$ cat config.mk
export PLATFORM = sky130hd
export DESIGN_NAME = mux4_rr_arbiter
export DESIGN_NICKNAME = d
export VERILOG_FILES = /design/src/rtl/mux4_rr_arbiter_pkg.sv /design/src/rtl/mux4_rr_arbiter_rr_pick4.sv /design/src/rtl/mux4_rr_arbiter.sv
export SDC_FILE = /design/constraint.sdc
export NUM_CORES = 1
export LEC_CHECK = 0
export CORE_AREA = 2 2 44 76
export CTS_BUF_LIST = sky130_fd_sc_hd__clkbuf_4 sky130_fd_sc_hd__clkbuf_8
export CTS_CLUSTER_DIAMETER = 40
export DETAILED_ROUTE_END_ITERATION = 10
export DIE_AREA = 0 0 46 78
export HOLD_SLACK_MARGIN = 0.06
export PLACE_DENSITY = 0.83
export SLEW_MARGIN = 20
export SYNTH_ARGS = -nofsm -noshare
export SYNTH_HDL_FRONTEND = slang
export SYNTH_SLANG_ARGS = --single-unit
$ cat constraint.sdc
create_clock -name clock -period 5.8 [get_ports clock]
set_input_delay 1.16 -clock clock [delete_from_list [all_inputs] [get_ports clock]]
set_output_delay 1.16 -clock clock [all_outputs]
set_load 0.05 [all_outputs]
$ cat src/rtl/mux4_rr_arbiter_pkg.sv
// Shared constants, FSM state encoding and helpers for the 4-way round-robin mux arbiter.
package mux4_rr_arbiter_pkg;

  localparam int unsigned NUM_REQ = 4;
  localparam int unsigned SEL_W   = 2;

  typedef enum logic {
    ST_IDLE  = 1'b0,
    ST_GRANT = 1'b1
  } state_t;

  function automatic logic [NUM_REQ-1:0] to_onehot(input logic [SEL_W-1:0] idx);
    return NUM_REQ'(1) << idx;
  endfunction

endpackage

$ cat src/rtl/mux4_rr_arbiter_rr_pick4.sv
// Combinational round-robin picker: first unmasked request after 'last', wrapping 3->0.
module rr_pick4
  import mux4_rr_arbiter_pkg::*;
(
  input  logic [NUM_REQ-1:0] req,
  input  logic [NUM_REQ-1:0] excl_mask,
  input  logic [SEL_W-1:0]   last,
  output logic [SEL_W-1:0]   pick,
  output logic               found
);

  logic [NUM_REQ-1:0] cand;

  assign cand = req & ~excl_mask;

  // Offsets 1..4 from last; the 2-bit sum wraps, and offset 4 revisits last itself.
  always_comb begin
    pick  = '0;
    found = 1'b0;
    for (int k = 1; k <= int'(NUM_REQ); k++) begin
      if (!found && cand[last + SEL_W'(k)]) begin
        pick  = last + SEL_W'(k);
        found = 1'b1;
      end
    end
  end

endmodule

$ cat src/rtl/mux4_rr_arbiter.sv
// Round-robin arbiter owning the select of a shared 4:1 mux; registers the selected word out.
module mux4_rr_arbiter
  import mux4_rr_arbiter_pkg::*;
#(
  parameter int unsigned WIDTH    = 8,
  parameter int unsigned MAX_HOLD = 4
) (
  input  logic               clock,
  input  logic               reset,
  input  logic [NUM_REQ-1:0] req,
  input  logic [WIDTH-1:0]   din0,
  input  logic [WIDTH-1:0]   din1,
  input  logic [WIDTH-1:0]   din2,
  input  logic [WIDTH-1:0]   din3,
  output logic [NUM_REQ-1:0] gnt,
  output logic [SEL_W-1:0]   sel,
  output logic [WIDTH-1:0]   dout,
  output logic               dout_valid,
  output logic               busy
);

  localparam int unsigned     HOLD_W    = (MAX_HOLD > 1) ? $clog2(MAX_HOLD) : 1;
  localparam logic [HOLD_W-1:0] HOLD_LAST = HOLD_W'(MAX_HOLD - 1);

  state_t              state;
  logic [HOLD_W-1:0]   hold_cnt;
  logic [SEL_W-1:0]    last;

  logic [SEL_W-1:0]    pick_last;
  logic [NUM_REQ-1:0]  pick_excl;
  logic [SEL_W-1:0]    pick;
  logic                found;
  logic [WIDTH-1:0]    din_sel;

  // While granted, search resumes after the current owner and never returns to it.
  assign pick_last = (state == ST_GRANT) ? sel : last;
  assign pick_excl = (state == ST_GRANT) ? to_onehot(sel) : '0;

  rr_pick4 u_pick (
    .req       (req),
    .excl_mask (pick_excl),
    .last      (pick_last),
    .pick      (pick),
    .found     (found)
  );

  // Shared mux datapath, same select semantics as mux_4.
  always_comb begin
    din_sel = din0;
    case (sel)
      2'd0:    din_sel = din0;
      2'd1:    din_sel = din1;
      2'd2:    din_sel = din2;
      default: din_sel = din3;
    endcase
  end

  assign busy = (state == ST_GRANT);

  always_ff @(posedge clock or posedge reset) begin
    if (reset) begin
      state      <= ST_IDLE;
      gnt        <= '0;
      sel        <= '0;
      hold_cnt   <= '0;
      last       <= SEL_W'(NUM_REQ - 1);
      dout       <= '0;
      dout_valid <= 1'b0;
    end else begin
      dout_valid <= |gnt;
      if (|gnt) begin
        dout <= din_sel;
      end

      if (state == ST_IDLE) begin
        if (found) begin
          gnt      <= to_onehot(pick);
          sel      <= pick;
          hold_cnt <= '0;
          state    <= ST_GRANT;
        end
      end else begin
        if (!req[sel]) begin
          // Owner released: hand over directly, or fall back to idle.
          last     <= sel;
          hold_cnt <= '0;
          if (found) begin
            gnt <= to_onehot(pick);
            sel <= pick;
          end else begin
            gnt   <= '0;
            state <= ST_IDLE;
          end
        end else if (hold_cnt == HOLD_LAST && found) begin
          last     <= sel;
          gnt      <= to_onehot(pick);
          sel      <= pick;
          hold_cnt <= '0;
        end else if (hold_cnt != HOLD_LAST) begin
          hold_cnt <= hold_cnt + HOLD_W'(1);
        end
      end
    end
  end

endmodule

==> flow_summary.yaml <==
finish:
  final_layout_size_suffix_gt1_frac: 0.181
  number_of_nets_in_the_finished_design: 206
  syn_to_final_growth_pct: 43.3
  finalInstanceArea_sq_um: 1930
  diodes: 0
  final_util: 0.659
timing:
  finalHoldViolCount: 0
  final-setup-viol-count: 0
  finalClockSkew_ns: 0.00916
  timing.final.crit_share: 0.563
  final.setup.tns_ns: 0
  achievable-frequency_ghz: 0.306
  slew-limit-headroom: 0.333
  report.final.slew_viol_count: 0
  worst_hold_slack_ns: 0.516
  grt_setup_unrepaired: "false"
  finalWorstPathRequiredPeriod_ns: 3.26
  worst_pin_slew_ns: 0.992
  final_critical_path_setup_slack_ns: 2.54
hold_path:
  hold_class: "flip-flop to flip-flop"
  holdPathStages: 1
  hold_end: "dout[0]"
  worst_hold_startpoint: "dout[0]"
synth:
  synth-edff-count: 0
  netlist_area_sq_um: 1350
  yosysWarningCount: 0
  yosysMostFrequentCell: "dfrtp_1"
  yosysTopAreaCell: "dfrtp_1"
  synthesis.nets: 156
  postSynthCellCount: 117
  dominantRegCellSynth: "dfrtp_1"
  netlist_top_cells_area: "dfrtp_1 33%, mux4_2 15%, mux2_2 9.2%, mux2i_1 4.5%, dfstp_2 3.9%"
  synth_sequential_area_ratio: 0.374
  netlist.area_leader.share: 0.335
  synth_cell_types: 39
  cell_types_with_the_highest_counts_after_synthesis: "18 x dfrtp_1, 11 x mux2_2, 9 x mux4_2, 8 x nand2_1"
  synth_seq_cells: 20
  ys_async_sr_fraction: 1.00
  avgSynthCellArea_sq_um: 11.5
run:
  timing.max_cap.violations: 0
worst_setup_path:
  worstSetupPathType: "flip-flop to primary output"
  reg2reg_from: "sel[0]"
  critPathBufInv: 1
  timing.critical_path.max_delay_family: "buffers and inverters"
  crit_path_end_kind: "primary output"
  crit_slowest_cell: "clkdlybuf4s50_1"
  r2r_end: "gnt[3]"
  timing.critical_path.from_type: "flip-flop"
  cp_slowest_stage_delay_ns: 0.94
  crit_required_ns: 4.64
  crit_fanout: 18
  r2r.worst_path.cells: 5
  chain_of_cells_forming_the_critical_path: "clkdlybuf4s50_1"
  arrival_ns: 2.10
  r2r_slack_ns: 3.21
placement:
  io_buffers: 53
  dpl.hpwl_microns: 2610
  post-place-ws_ns: 2.50
  finalWeightedCongestion: 0.824
  dpl-instance-area_sq_um: 1860
routing:
  routed_wl_microns: 3300
  ant_nets: 0
  wl_per_cell_microns: 17.0
  drt_pass1_iterations: 4
  vias_per_cell: 5.90
  drc_errors: 0
  detailedRoute.firstIterationViolations: 31
  detailroute.via_count: 1144
floorplan:
  rows: 26
  fp.dieArea_sq_um: 3590
  core_area_sq_um: 2930
  die-height_microns: 78
  ioPinCount: 54
  floorplan.die.width_microns: 46
  floorplan.initialDensity: 0.459
run_status:
  status: "complete, no violations"
cts:
  worstSkewPairLatency_ns: 0.27
  cts_tree: "built"
  post_cts_resized: 0
  cts.path.max_buffers: 2
  clkSinkCount: 20
  cts_made_buffers: 3
  cts_root_buffer: "clkbuf_8"
  cts_max_level: 1
  clk_transition_reported_paths_ns: 0.08
  cts_hold_buf: 0
  cts_setup_buffers: 0
power_and_ir_drop:
  powerDensity_nw_per_um2: 585
  vdd_ir_drop_max_v: 0.000380
  leakage_power_summed_over_all_cells_nw: 0.772
global_route:
  antenna_found_initial: 0
  via_count_of_the_first_global_routing_pass: 1237
  globalRoute.totalOverflow: 0
  grt_max_degree: 21
  grt_usage: 0.213
  wire_length_of_the_first_global_routing_pass_microns: 5610
[logic make-up after synthesis]
group                      synth area share
AOI/OAI and AO/OA                     0.147
and+or+nand+nor                       0.112
muxes                                 0.299
adders and majority gates           0.00930
DFF                                   0.374
buffers and inverters                0.0595
[report_power, final]
part	total, mW	switching (mW)	internal [mW]
Sequential	0.309	0.0984	0.211
Combinational	0.680	0.363	0.318
Clock	0.139	0.0471	0.0923
[metal layers]
layer / vias to the layer above / part of all wire / track usage / routed length, microns
li1: 538 / - / - / -
met1: 548 / 0.38 / 0.243 / 1240
met2: 53 / 0.55 / 0.376 / 1820
met3: 5 / 0.055 / 0.0302 / 182
met4: 0 / 0.018 / 0.0771 / 59
met5: - / 0 / 0 / 0
[how the worst max path moves through the flow]
stage,from,slack [ns],endpoint,cells past startpoint
2_1_floorplan,req[2],3.20,last[0],6
3_3_place_gp,req[3],2.54,gnt[3],6
3_5_place_dp,req[3],2.50,gnt[3],6
4_1_cts,sel[0],2.51,sel[0],1
5_1_grt,sel[0],2.43,sel[0],1
6_report,sel[0],2.54,sel[0],1
[sequential cells by signal, summed over array words and instances, names as in the netlist]
signal,cells
busy,1
gnt,4
hold_cnt,2
dout,8
sel,2
last,2
dout_valid,1
[cell usage in the layout, fill, tap and decap left out, drive strengths merged, types with 2 or more instances in the layout]
master,Yosys,layout
dfrtp,18,18
mux2,12,12
o31ai,3,3
a21o,2,2
nand2b,2,2
nor2,7,7
a22o,2,2
a21oi,3,3
o32ai,4,4
nor3b,2,2
o211ai,2,2
clkdlybuf4s50,0,53
nand2,8,8
o21ai,2,2
clkbuf,3,3
nor3,4,4
dfstp,2,2
inv,7,7
mux4,9,9
nor2b,2,2
mux2i,6,6
[stage by stage]
stage                     power (mW)  cells
after detailed placement       0.991    190
after global routing            1.20    194
after floorplan                0.809    117
after CTS                       1.14    194
final                           1.13    194
after global placement         0.973    190
[layout make-up]
type	instances	area, sq um
inverter	7	26.3
clock buffer	3	41.3
fill	232	1000
clock inverter	1	30.0
timing repair buffer	53	531
multi-input combinational	82	762
sequential	20	503
tap	28	35.0
Note: power is estimated with default switching activity, not from simulation.
